$ cat config.mk
export PLATFORM = sky130hd
export DESIGN_NAME = disparity_wta_flat
export DESIGN_NICKNAME = d
export VERILOG_FILES = /design/src/rtl/disparity_wta_if.sv /design/src/rtl/disparity_wta.sv /design/src/flat_wrapper.sv
export SDC_FILE = /design/constraint.sdc
export NUM_CORES = 1
export LEC_CHECK = 0
export BUFFER_PORTS_ARGS = -buffer_cell sky130_fd_sc_hd__buf_2
export CAP_MARGIN = 0
export CORE_MARGIN = 5
export CORE_UTILIZATION = 56
export DETAILED_ROUTE_END_ITERATION = 16
export GPL_ROUTABILITY_DRIVEN = 0
export PLACE_DENSITY = 0.78
export SYNTH_ARGS = -nofsm -noshare
export SYNTH_HDL_FRONTEND = slang
export SYNTH_SLANG_ARGS = --single-unit
$ cat constraint.sdc
create_clock -name clk -period 2.68 [get_ports clk]
set_clock_uncertainty 0.15 [all_clocks]
set_input_delay 0.268 -clock clk [delete_from_list [all_inputs] [get_ports clk]]
set_output_delay 0.268 -clock clk [all_outputs]
set_load 0.1 [all_outputs]
$ cat src/rtl/disparity_wta_if.sv
// Streaming interface for the disparity winner-take-all block.
// The master side drives the SAD cost stream and the pipeline enable.
// The slave side (disparity_wta) returns the winning disparity per pixel.
interface disparity_wta_if #(
  parameter int DATA_WIDTH = 8,
  parameter int DISP_WIDTH = 6
);
  logic                  ready;
  logic [DATA_WIDTH-1:0] i_sad_data;
  logic                  i_sad_valid;
  logic [DISP_WIDTH-1:0] o_disp_data;
  logic                  o_disp_valid;
  logic                  o_disp_invalid;

  modport master (
    output ready,
    output i_sad_data,
    output i_sad_valid,
    input  o_disp_data,
    input  o_disp_valid,
    input  o_disp_invalid
  );

  modport slave (
    input  ready,
    input  i_sad_data,
    input  i_sad_valid,
    output o_disp_data,
    output o_disp_valid,
    output o_disp_invalid
  );
endinterface

$ cat src/rtl/disparity_wta.sv
// Winner-take-all disparity selection.
// Consumes MAX_DISP SAD costs per pixel (disparity 0 first) and reports the
// index of the smallest cost one cycle after the last cost is accepted.
// Ties resolve to the lower disparity. An all-ones cost marks an invalid
// candidate; a pixel whose best cost is all ones is reported invalid.
// Optional feature macro: WTA_UNIQUENESS_EN -- tracks the second-best cost
// and rejects pixels whose best/second-best margin is below UNIQ_THRESH.
// 'ready' low freezes every register; rst is synchronous and overrides ready.
module disparity_wta #(
  parameter int DATA_WIDTH  = 8,
  parameter int MAX_DISP    = 64,
  parameter int DISP_WIDTH  = $clog2(MAX_DISP),
  parameter int UNIQ_THRESH = 4
) (
  input logic              clk,
  input logic              rst,
  disparity_wta_if.slave   bus
);

  localparam logic [DATA_WIDTH-1:0] COST_INVALID = {DATA_WIDTH{1'b1}};
  localparam logic [DISP_WIDTH-1:0] LAST_DISP    = DISP_WIDTH'(MAX_DISP - 1);
  localparam logic [DISP_WIDTH-1:0] DISP_ZERO    = {DISP_WIDTH{1'b0}};
  localparam logic [DISP_WIDTH-1:0] DISP_ONE     = DISP_WIDTH'(1);

  // Elaboration-time guard on the legal configuration range.
  if (MAX_DISP < 2 || MAX_DISP > 256 || UNIQ_THRESH < 0) begin : g_cfg_check
    $error("disparity_wta: illegal parameter configuration");
  end

  // True when a cost word carries the invalid marker.
  function automatic logic is_invalid_cost(input logic [DATA_WIDTH-1:0] cost);
    return &cost;
  endfunction

  // ---------------------------------------------------------------------
  // State
  // ---------------------------------------------------------------------
  logic [DISP_WIDTH-1:0] d_cnt_r;
  logic [DATA_WIDTH-1:0] min_cost_r;
  logic [DISP_WIDTH-1:0] min_idx_r;
  logic [DISP_WIDTH-1:0] disp_data_r;
  logic                  disp_valid_r;
  logic                  disp_invalid_r;

  // ---------------------------------------------------------------------
  // Combinational next-state
  // ---------------------------------------------------------------------
  logic                  accept_s;
  logic                  first_s;
  logic                  last_s;
  logic                  complete_s;
  logic [DATA_WIDTH-1:0] nxt_min_cost_s;
  logic [DISP_WIDTH-1:0] nxt_min_idx_s;
  logic                  reject_s;

  assign accept_s   = bus.ready & bus.i_sad_valid;
  assign first_s    = (d_cnt_r == DISP_ZERO);
  assign last_s     = (d_cnt_r == LAST_DISP);
  assign complete_s = accept_s & last_s;

  // Best-cost update: first candidate loads unconditionally, later ones
  // replace the minimum only when strictly smaller (lower index wins ties).
  always_comb begin
    nxt_min_cost_s = min_cost_r;
    nxt_min_idx_s  = min_idx_r;
    if (first_s) begin
      nxt_min_cost_s = bus.i_sad_data;
      nxt_min_idx_s  = DISP_ZERO;
    end else if (bus.i_sad_data < min_cost_r) begin
      nxt_min_cost_s = bus.i_sad_data;
      nxt_min_idx_s  = d_cnt_r;
    end else begin
      nxt_min_cost_s = min_cost_r;
      nxt_min_idx_s  = min_idx_r;
    end
  end

`ifdef WTA_UNIQUENESS_EN
  localparam logic [DATA_WIDTH:0] THRESH_EXT = (DATA_WIDTH + 1)'(UNIQ_THRESH);

  logic [DATA_WIDTH-1:0] second_cost_r;
  logic [DATA_WIDTH-1:0] nxt_second_cost_s;
  logic [DATA_WIDTH:0]   margin_s;

  // Second-best tracking: a displaced minimum becomes the runner-up,
  // otherwise a cost below the current runner-up replaces it.
  always_comb begin
    nxt_second_cost_s = second_cost_r;
    if (first_s) begin
      nxt_second_cost_s = COST_INVALID;
    end else if (bus.i_sad_data < min_cost_r) begin
      nxt_second_cost_s = min_cost_r;
    end else if (bus.i_sad_data < second_cost_r) begin
      nxt_second_cost_s = bus.i_sad_data;
    end else begin
      nxt_second_cost_s = second_cost_r;
    end
  end

  // Runner-up never drops below the minimum, so the extended difference
  // is non-negative; the extra bit only keeps the subtraction clean.
  assign margin_s = {1'b0, nxt_second_cost_s} - {1'b0, nxt_min_cost_s};

  // Reject invalid winners and ambiguous (non-unique) winners.
  always_comb begin
    reject_s = 1'b0;
    if (is_invalid_cost(nxt_min_cost_s)) begin
      reject_s = 1'b1;
    end else if (margin_s < THRESH_EXT) begin
      reject_s = 1'b1;
    end else begin
      reject_s = 1'b0;
    end
  end

  // Runner-up cost register.
  always_ff @(posedge clk) begin
    if (rst) begin
      second_cost_r <= COST_INVALID;
    end else if (accept_s) begin
      second_cost_r <= nxt_second_cost_s;
    end
  end
`else
  // Reject only when every candidate carried the invalid marker.
  always_comb begin
    reject_s = 1'b0;
    if (is_invalid_cost(nxt_min_cost_s)) begin
      reject_s = 1'b1;
    end else begin
      reject_s = 1'b0;
    end
  end
`endif

  // ---------------------------------------------------------------------
  // Sequential logic
  // ---------------------------------------------------------------------

  // Disparity counter: advances per accepted cost, wraps at the last candidate.
  always_ff @(posedge clk) begin
    if (rst) begin
      d_cnt_r <= DISP_ZERO;
    end else if (accept_s) begin
      if (last_s) begin
        d_cnt_r <= DISP_ZERO;
      end else begin
        d_cnt_r <= d_cnt_r + DISP_ONE;
      end
    end
  end

  // Running minimum cost and its disparity index.
  always_ff @(posedge clk) begin
    if (rst) begin
      min_cost_r <= COST_INVALID;
      min_idx_r  <= DISP_ZERO;
    end else if (accept_s) begin
      min_cost_r <= nxt_min_cost_s;
      min_idx_r  <= nxt_min_idx_s;
    end
  end

  // Result registers: the final cost is folded in on the completing edge;
  // the valid pulse drops on the next enabled edge, data/invalid persist.
  always_ff @(posedge clk) begin
    if (rst) begin
      disp_valid_r   <= 1'b0;
      disp_data_r    <= DISP_ZERO;
      disp_invalid_r <= 1'b0;
    end else if (bus.ready) begin
      if (complete_s) begin
        disp_valid_r   <= 1'b1;
        disp_invalid_r <= reject_s;
        disp_data_r    <= reject_s ? DISP_ZERO : nxt_min_idx_s;
      end else begin
        disp_valid_r   <= 1'b0;
      end
    end
  end

  assign bus.o_disp_data    = disp_data_r;
  assign bus.o_disp_valid   = disp_valid_r;
  assign bus.o_disp_invalid = disp_invalid_r;

endmodule

$ cat src/flat_wrapper.sv
// flat-port wrapper written by rule: the top's interface ports become plain ports
module disparity_wta_flat 
#(
  parameter int DATA_WIDTH  = 8,
  parameter int MAX_DISP    = 64,
  parameter int DISP_WIDTH  = $clog2(MAX_DISP),
  parameter int UNIQ_THRESH = 4
)
  (clk, rst, bus_ready, bus_i_sad_data, bus_i_sad_valid, bus_o_disp_data, bus_o_disp_valid, bus_o_disp_invalid);
  disparity_wta_if #(.DATA_WIDTH(DATA_WIDTH), .DISP_WIDTH(DISP_WIDTH)) bus_i ();
  input logic clk;
  input logic rst;
  input wire logic [$bits(bus_i.ready)-1:0] bus_ready;
  input wire logic [$bits(bus_i.i_sad_data)-1:0] bus_i_sad_data;
  input wire logic [$bits(bus_i.i_sad_valid)-1:0] bus_i_sad_valid;
  output wire logic [$bits(bus_i.o_disp_data)-1:0] bus_o_disp_data;
  output wire logic [$bits(bus_i.o_disp_valid)-1:0] bus_o_disp_valid;
  output wire logic [$bits(bus_i.o_disp_invalid)-1:0] bus_o_disp_invalid;
  assign bus_i.ready = bus_ready;
  assign bus_i.i_sad_data = bus_i_sad_data;
  assign bus_i.i_sad_valid = bus_i_sad_valid;
  assign bus_o_disp_data = bus_i.o_disp_data;
  assign bus_o_disp_valid = bus_i.o_disp_valid;
  assign bus_o_disp_invalid = bus_i.o_disp_invalid;
  disparity_wta #(.DATA_WIDTH(DATA_WIDTH), .MAX_DISP(MAX_DISP), .DISP_WIDTH(DISP_WIDTH), .UNIQ_THRESH(UNIQ_THRESH)) u_core (.clk(clk), .rst(rst), .bus(bus_i));
endmodule
; ---- After elaboration in Yosys (flattened, before gate mapping)
; Index checks and enable logic that the tools add are counted.
[op_classes]
n_addsub = 1
n_mul = 0
div = 0
n_lt_le_gt_ge = 1
n_eq_ne = 1
shifts = 0
mux = 8
bitwise_logic = 2
n_reduce_logical = 3
[ops]
columns = op, n
row1 = $mux 6, 4
row2 = $mux 8, 2
row3 = $lt 8x8->1, 1
row4 = $reduce_and 8->1, 1
row5 = $add 6x1->6 const B, 1
row6 = $eq 6x6->1 const B, 1
row7 = $logic_not 6->1, 1
row8 = $and 1x1->1, 2
row9 = $mux 1, 2
row10 = $reduce_and 2->1, 1
[word_totals]
register_bits = 28
latch_bits = 0
ram_bits = 0
mem_bits_ro = 0
input_bits = 12
out_inout_bits = 8
word_cells = 22
memories = 0

; ---- Depth between registers and ports, before layout
; Gate-level depths: netlist (run 1).
[depth]
word_depth = 6
depth_mapped = 8
mapped_depth_nobuf = 7

; ---- Worst setup path after synthesis (run 1)
; OpenSTA, ideal clock, no wires.
[synth_timing]
kind = register to register
startpoint = reg u_core.min_cost_r[1]
endpoint = reg u_core.disp_invalid_r (netlist: u_core.bus.o_disp_invalid)
setup_time_ns = 0.120
arrival_time_ns = 1.795
required_time_ns = 2.410
path_slack_ns = 0.615
stages_incl_launch_ff = 8
n_path_buf = 1
synth_period_minus_slack_ns = 2.065
cell_sequence = dfxtp_1 > inv_1 > ha_1 > a2111o_1 > a31oi_4 > buf_8 > nor2_1 > o31a_1
[synth_between]
elab_chain_cells = 5
[synth_rtl]
columns = element, line
row1 = from (decl), disparity_wta.sv:39  ; logic [DATA_WIDTH-1:0] min_cost_r;
row2 = from (signal assigned), disparity_wta.sv:159  ; min_cost_r <= nxt_min_cost_s;
row3 = $lt 8x8->1, disparity_wta.sv:69  ; end else if (bus.i_sad_data < min_cost_r) begin
row4 = $mux 8 *, disparity_wta.sv:69
row5 = $mux 8 *, disparity_wta.sv:66  ; if (first_s) begin
row6 = $reduce_and 8->1 *, disparity_wta.sv:32  ; return &cost;
row7 = $mux 1 *, disparity_wta.sv:128  ; if (is_invalid_cost(nxt_min_cost_s)) begin
row8 = to (signal assigned), disparity_wta.sv:174  ; disp_invalid_r <= reject_s;
row9 = to (decl), disparity_wta.sv:43  ; logic disp_invalid_r;
; Mark *: on every way between the ends. The rest lies on a longest branch, timed or not.
; A chain may end at the register's enable or synchronous reset.

; ---- Worst setup path in the final report (run 1)
[layout_timing]
startpoint = reg u_core.min_cost_r[1]
endpoint = reg u_core.disp_data_r[1] (netlist: u_core.bus.o_disp_data[1])
[layout_between]
elab_chain_cells = 6
elab_cells_between_ends = 8
cone_classes = order compare (1) / mux (6) / reduce/logical (1)
[layout_rtl]
columns = element, line
row1 = $lt 8x8->1, disparity_wta.sv:69
row2 = $mux 8, disparity_wta.sv:69
row3 = $mux 8, disparity_wta.sv:66
row4 = $reduce_and 8->1, disparity_wta.sv:32
row5 = $mux 1, disparity_wta.sv:128
row6 = $mux 6 *, disparity_wta.sv:175  ; disp_data_r <= reject_s ? DISP_ZERO : nxt_min_idx_s;
row7 = to (signal assigned), disparity_wta.sv:175
row8 = to (decl), disparity_wta.sv:41  ; logic [DISP_WIDTH-1:0] disp_data_r;
; Marks and branches as above.

==> results of run 1 <==
## sequential cells by signal, indices dropped and copies added (netlist names)
signal / cells
u_core.min_cost_r: 8
u_core.bus.o_disp_data: 6
u_core.d_cnt_r: 6
u_core.min_idx_r: 6
u_core.bus.o_disp_invalid: 1
u_core.bus.o_disp_valid: 1
## metal layers
| metal | vias up | share of wire |
|---|---|---|
| met5 | - | 0 |
| met4 | 0 | 0.011 |
| met3 | 4 | 0.054 |
| met2 | 38 | 0.48 |
| met1 | 555 | 0.46 |
| li1 | 621 | - |
## logic make-up (layout without fill, tap and decap cells)
kind of cell | after synthesis | in the layout
flops | 28 | 28
buf+inv | 19 | 37
compound gates | 43 | 43
fa+ha+maj | 9 | 9
simple gates | 50 | 50
mux | 6 | 6
xor+xnor | 5 | 5
## layout make-up
class                           instances  area share
Sequential cell                        28       0.346
Multi-Input combinational cell        113       0.512
Clock buffer                            4      0.0224
Inverter                               12      0.0278
Timing Repair Buffer                   21      0.0680
Tap cell                               30      0.0232
## worst min path at each step
stage | from | end | slack, ns | cells past startpoint
5_1_grt | bus_i_sad_data[0] | u_core.min_cost_r[0] | 0.01 | 2
4_1_cts | bus_i_sad_data[0] | u_core.min_cost_r[0] | 0.03 | 2
6_report | bus_i_sad_data[0] | u_core.min_cost_r[0] | 0.03 | 2
3_5_place_dp | u_core.bus.o_disp_data[5] | u_core.bus.o_disp_data[5] | 0.29 | 2
3_3_place_gp | u_core.bus.o_disp_data[2] | u_core.bus.o_disp_data[2] | 0.28 | 2
2_1_floorplan | bus_i_sad_data[0] | u_core.min_cost_r[0] | 0.24 | 1
## through the flow
step           worst slack, ns   util  instances
5_1_grt                  0.195  0.642        208
3_5_place_dp             0.355  0.627        204
6_report                 0.342  0.642        208
2_1_floorplan            0.615      -        160
4_1_cts                  0.350  0.642        208
3_3_place_gp             0.414  0.627        204
## cell usage in the layout, fill, tap and decap left out, types with 2 or more instances in the layout
cell	n
dfxtp_1	28
buf_2	19
nand2_1	15
o211ai_1	14
inv_1	12
a21oi_1	9
ha_1	9
nand4_1	8
nor2_1	8
o31ai_1	7
mux2i_1	6
o21ai_0	5
nor2b_1	4
nand2b_1	3
xor2_1	3
clkbuf_4	3
and2_2	2
o32ai_1	2
o31a_1	2
xnor2_1	2
buf_4	2
## where the power goes
group          internal [W]  switching (W)
clock             0.0000830       0.000124
combinational     0.0000494      0.0000755
sequential         0.000430     0.00000882
==> flow_summary.toml, run 1 <==
[final_layout]
seqCellArea_um2 = 561
final_design_area_no_fill_um2 = 1620
multiInputGateArea_um2 = 830
flow.area_growth_from_synthesis_pct = 8.10
drive_gt1_frac = 0.197
final_net_count = 200
fill_cells = 223
diodes = 0

[detailed_routing]
drt-initial-drc-count = 61
dr_vias = 1218
route.final.wire_length_um = 3090
ant_nets = 0
drc = 0
wl_per_cell_um = 14.8
drt_pass1_iterations = 5
drt-vias-per-instance = 5.86

[logic_synthesis]
synthArstFlopShare = 0
syn_nets = 181
muxShareOfSynthArea = 0.0401
synth.yosys.warnings = 0
synth_largest_type_area_fraction = 0.374
synth_area_per_cell_um2 = 9.36
post-synth-top-count-cell = "dfxtp_1"
synth_cells = 160
synth_compound_gate_area_share = 0.210
ys_seq_elements = 28
yosys-top-cells-count = "28 x dfxtp_1, 15 x nand2_1, 14 x o211ai_1"
synthSimpleGateAreaFrac = 0.200
ys_dominant_reg_cell = "dfxtp_1"
sequential_share_of_the_synthesized_area = 0.374
synth.area.top_cells = "dfxtp_1 37%, ha_1 7.5%, o211ai_1 7.0%, mux2i_1 4.0%, nand2_1 3.8%"
synthXorXnorAreaFrac = 0.0292
synth-adder-area-share = 0.0752
post_synth_instance_area_um2 = 1500
synth_enable_flop_cells = 0
synth_largest_area_cell = "dfxtp_1"
main_combinational_cell_family_by_area_after_synthesis = "compound AO/OA/AOI/OAI gates"
post_synth_num_cell_types = 37

[floorplanning]
std_cell_rows = 18
top_level_i_o_count = 20
dieArea_um2 = 3810
placeableCoreArea_um2 = 2520
vertical_extent_of_the_die_um = 61.7
start_util = 0.594
dieWidth_um = 61.7

[setup_path]
end_kind = "flip-flop"
max_fo_critical_path = 14
r2r_cells = 6
crit-reg2reg-launch = "u_core.min_cost_r[1]"
critical_path_arrival_ns = 2.43
launching_element_of_the_worst_setup_path = "u_core.min_cost_r[1]"
critical_path_cell_count = 6
critical_path.endpoint = "u_core.bus.o_disp_data[1]"
worst_setup_path_start_kind = "flip-flop"
worst-r2r-setup-slack_ns = 0.34
crit_chain = "inv_1 -> ha_1 -> a2111o_1 -> a31oi_4 -> o21ai_2 -> o31ai_1"
worst_path_max_delay_cell = "a31oi_4"
r2r-end = "u_core.bus.o_disp_data[1]"
peak_per_stage_delay_on_the_critical_path_ns = 0.52
setup.worst_path.class = "flip-flop to flip-flop"
family_of_cells_with_the_greatest_summed_delay_on_the_critical_path = "compound AO/OA/AOI/OAI gates"
cp_num_buf_inv = 1
critPathRequiredTime_ns = 2.77

[run_status]
status = "complete, no violations"

[clock_network]
cts_hold_buffers = 0
cts-resized-gates = 0
num_cts_buffers = 3
cts.root.buffer_cell = "clkbuf_4"
cts_tree = "yes"
post-cts-setup-buffer-count = 0
clk_pin_slew_ns = 0.15
numClockSinks = 28
htreeDepth = 1
clk_latency_ns = 0.32
maximum_buffer_depth_of_the_clock_tree = 2

[pwr]
power_per_cell_area_nw_per_um2 = 476
power.leakage_nw = 0.714
fin_total_pwr_w = 0.000770
vdd_drop_max_mv = 0.272

[grt]
globalRouteMet3Util = 0.0372
first_pass_grt_wire_length_um = 5660
grt.overflow.total = 0
global_route.usage.met1 = 0.254
global_route.usage.total = 0.195
antenna_violations_before_repair = 0
grt_max_degree = 22
busiest_grt_layer = "met2"
met2_usage_in_global_routing = 0.326
first_global_vias = 1277

[timing]
finalCritPeriodShare = 0.872
timing_hold_violations_final = 0
hold_slack_ns = 0.0279
worst_slew_margin_rel = 0.618
report.final.slew_viol_count = 0
finalSetupViolCount = 0
maxClockFrequency_mhz = 428
grt_setup_unrepaired = "no"
fin_crit_ns = 2.34
setup_total_negative_slack_ns = 0
tightestPinTransition_ns = 0.573

[placement]
port_buffers = 19
dpl.hpwl_um = 2410
placed_cell_area_um2 = 1580

[run]
drv.max_cap_violation_count = 0

[min_path]
hold_path_class = "input port to flip-flop"
(Power assumes the default switching activity.)
==> run 2: changes to the inputs <==
==> constraint.sdc (replaced) <==
create_clock -name clk -period 2.68 [get_ports clk]
set_clock_uncertainty 0.15 [all_clocks]
set_input_delay 0.402 -clock clk [delete_from_list [all_inputs] [get_ports clk]]
set_output_delay 0.402 -clock clk [all_outputs]
set_load 0.1 [all_outputs]
==> run 2 against run 1 <==
Sequential power about the same. Register-to-register slack better by 0.05 ns. Final cell count up 0.48%. Critical endpoint unchanged. Highest routed layer unchanged.
==> flow_summary.toml, run 2 (synthesis results as in run 1) <==
[run_status]
status = "complete, no violations"

[final_layout]
flow.area_growth_from_synthesis_pct = 8.60
diodes = 0
largest_register = "u_core.min_cost_r"
final_design_area_no_fill_um2 = 1630
mostFrequentLayoutCells = "28 x dfxtp_1, 19 x buf_2, 15 x nand2_1"
final_net_count = 201
fill_cells = 230
largest_register_ff_count = 8
mostFrequentLayoutCell = "dfxtp_1"
seqCellArea_um2 = 561
drive_gt1_frac = 0.201
multiInputGateArea_um2 = 830
post_layout_nonfiller_instances = 209

[setup_path]
setup.worst_path.class = "flip-flop to flip-flop"
max_fo_critical_path = 12
cp_num_buf_inv = 1
worst-r2r-setup-slack_ns = 0.39
critical_path_arrival_ns = 2.38
r2r_cells = 6
r2r-end = "u_core.bus.o_disp_data[1]"
launching_element_of_the_worst_setup_path = "u_core.min_cost_r[1]"
crit_chain = "inv_1 -> ha_1 -> a2111o_1 -> a31oi_4 -> o21ai_2 -> o31ai_1"
end_kind = "flip-flop"
crit-reg2reg-launch = "u_core.min_cost_r[1]"
peak_per_stage_delay_on_the_critical_path_ns = 0.48
critPathRequiredTime_ns = 2.77
family_of_cells_with_the_greatest_summed_delay_on_the_critical_path = "compound AO/OA/AOI/OAI gates"
worst_path_max_delay_cell = "a31oi_4"
worst_setup_path_start_kind = "flip-flop"

[timing]
hold_slack_ns = 0.180
maxClockFrequency_mhz = 437
setup_total_negative_slack_ns = 0
tightestPinTransition_ns = 0.530
timing_hold_violations_final = 0
fin_crit_ns = 2.29
finalSetupViolCount = 0
finalCritPeriodShare = 0.854
report.final.slew_viol_count = 0
worst_slew_margin_rel = 0.647
grt_setup_unrepaired = "no"

[detailed_routing]
route.final.wire_length_um = 3180
drt-vias-per-instance = 5.92
dr_vias = 1237
drc = 0
wl_per_cell_um = 15.2
ant_nets = 0
drt-initial-drc-count = 49
drt_pass1_iterations = 4

[floorplanning]
dieArea_um2 = 3810
dieWidth_um = 61.7
std_cell_rows = 18
placeableCoreArea_um2 = 2520
start_util = 0.594
vertical_extent_of_the_die_um = 61.7
top_level_i_o_count = 20

[placement]
place.detailed.instances = 205
port_buffers = 19
dpl.hpwl_um = 2460
placed_cell_area_um2 = 1590

[min_path]
hold_path_class = "input port to flip-flop"
worst_hold_startpoint = "bus_i_sad_data[0]"
holdPathEnd = "u_core.min_cost_r[0]"
min_delay_path_depth = 2

[clock_network]
cts-resized-gates = 0
htreeDepth = 1
post-cts-setup-buffer-count = 0
maximum_buffer_depth_of_the_clock_tree = 2
numClockSinks = 28
cts_hold_buffers = 0
cts.root.buffer_cell = "clkbuf_4"
cts_tree = "yes"
num_cts_buffers = 3
clk_latency_ns = 0.32
clk_pin_slew_ns = 0.15

[grt]
first_global_vias = 1245
first_pass_grt_wire_length_um = 5600
antenna_violations_before_repair = 0
grt.overflow.total = 0
grt_max_degree = 22
global_route.usage.total = 0.197

[pwr]
power.leakage_nw = 0.719
power_per_cell_area_nw_per_um2 = 474
vdd_drop_max_mv = 0.342

[run]
drv.max_cap_violation_count = 0
## run 2: cell types whose count changed in the layout (fill, tap and decap cells not counted), sizes merged
cell	before	now
buf	21	22
## run 2: how the worst max path moves through the flow
stage / endpoint / slack, ns / depth (start not counted)
finish: u_core.bus.o_disp_data[1] / 0.39 / 6
global route: u_core.bus.o_disp_data[5] / 0.21 / 6
CTS: u_core.bus.o_disp_data[1] / 0.40 / 6
detailed placement: u_core.bus.o_disp_data[1] / 0.27 / 6
global placement: u_core.min_idx_r[4] / 0.30 / 6
floorplan: u_core.bus.o_disp_invalid / 0.55 / 6
## run 2: area by class of cell
| type | count | area share |
|---|---|---|
| Clock buffer | 4 | 0.0223 |
| Sequential cell | 28 | 0.345 |
| Timing Repair Buffer | 22 | 0.0723 |
| Multi-Input combinational cell | 113 | 0.510 |
| Tap cell | 30 | 0.0231 |
| Inverter | 12 | 0.0277 |
## run 2: through the flow
step,power [W],setup slack (ns),utilization
floorplan,0.000544,0.553,-
global placement,0.000568,0.297,0.630
detailed placement,0.000574,0.265,0.630
CTS,0.000774,0.396,0.645
global route,0.000814,0.205,0.645
finish,0.000770,0.391,0.645
## run 2: layer usage
layer  up-vias  routed length (um)  global-route usage  share of wire
met4         0                  38              0.0515          0.012
met5         -                   0                   0              0
li1        622                   -                   -              -
met1       570                1490               0.272           0.47
met3         4                 187              0.0372          0.059
met2        41                1470               0.315           0.46
## run 2: power breakdown
group | switching [W] | total [W] | internal (W)
logic | 0.0000767 | 0.000128 | 0.0000513
registers | 0.00000916 | 0.000439 | 0.000430
clock network | 0.000120 | 0.000203 | 0.0000830
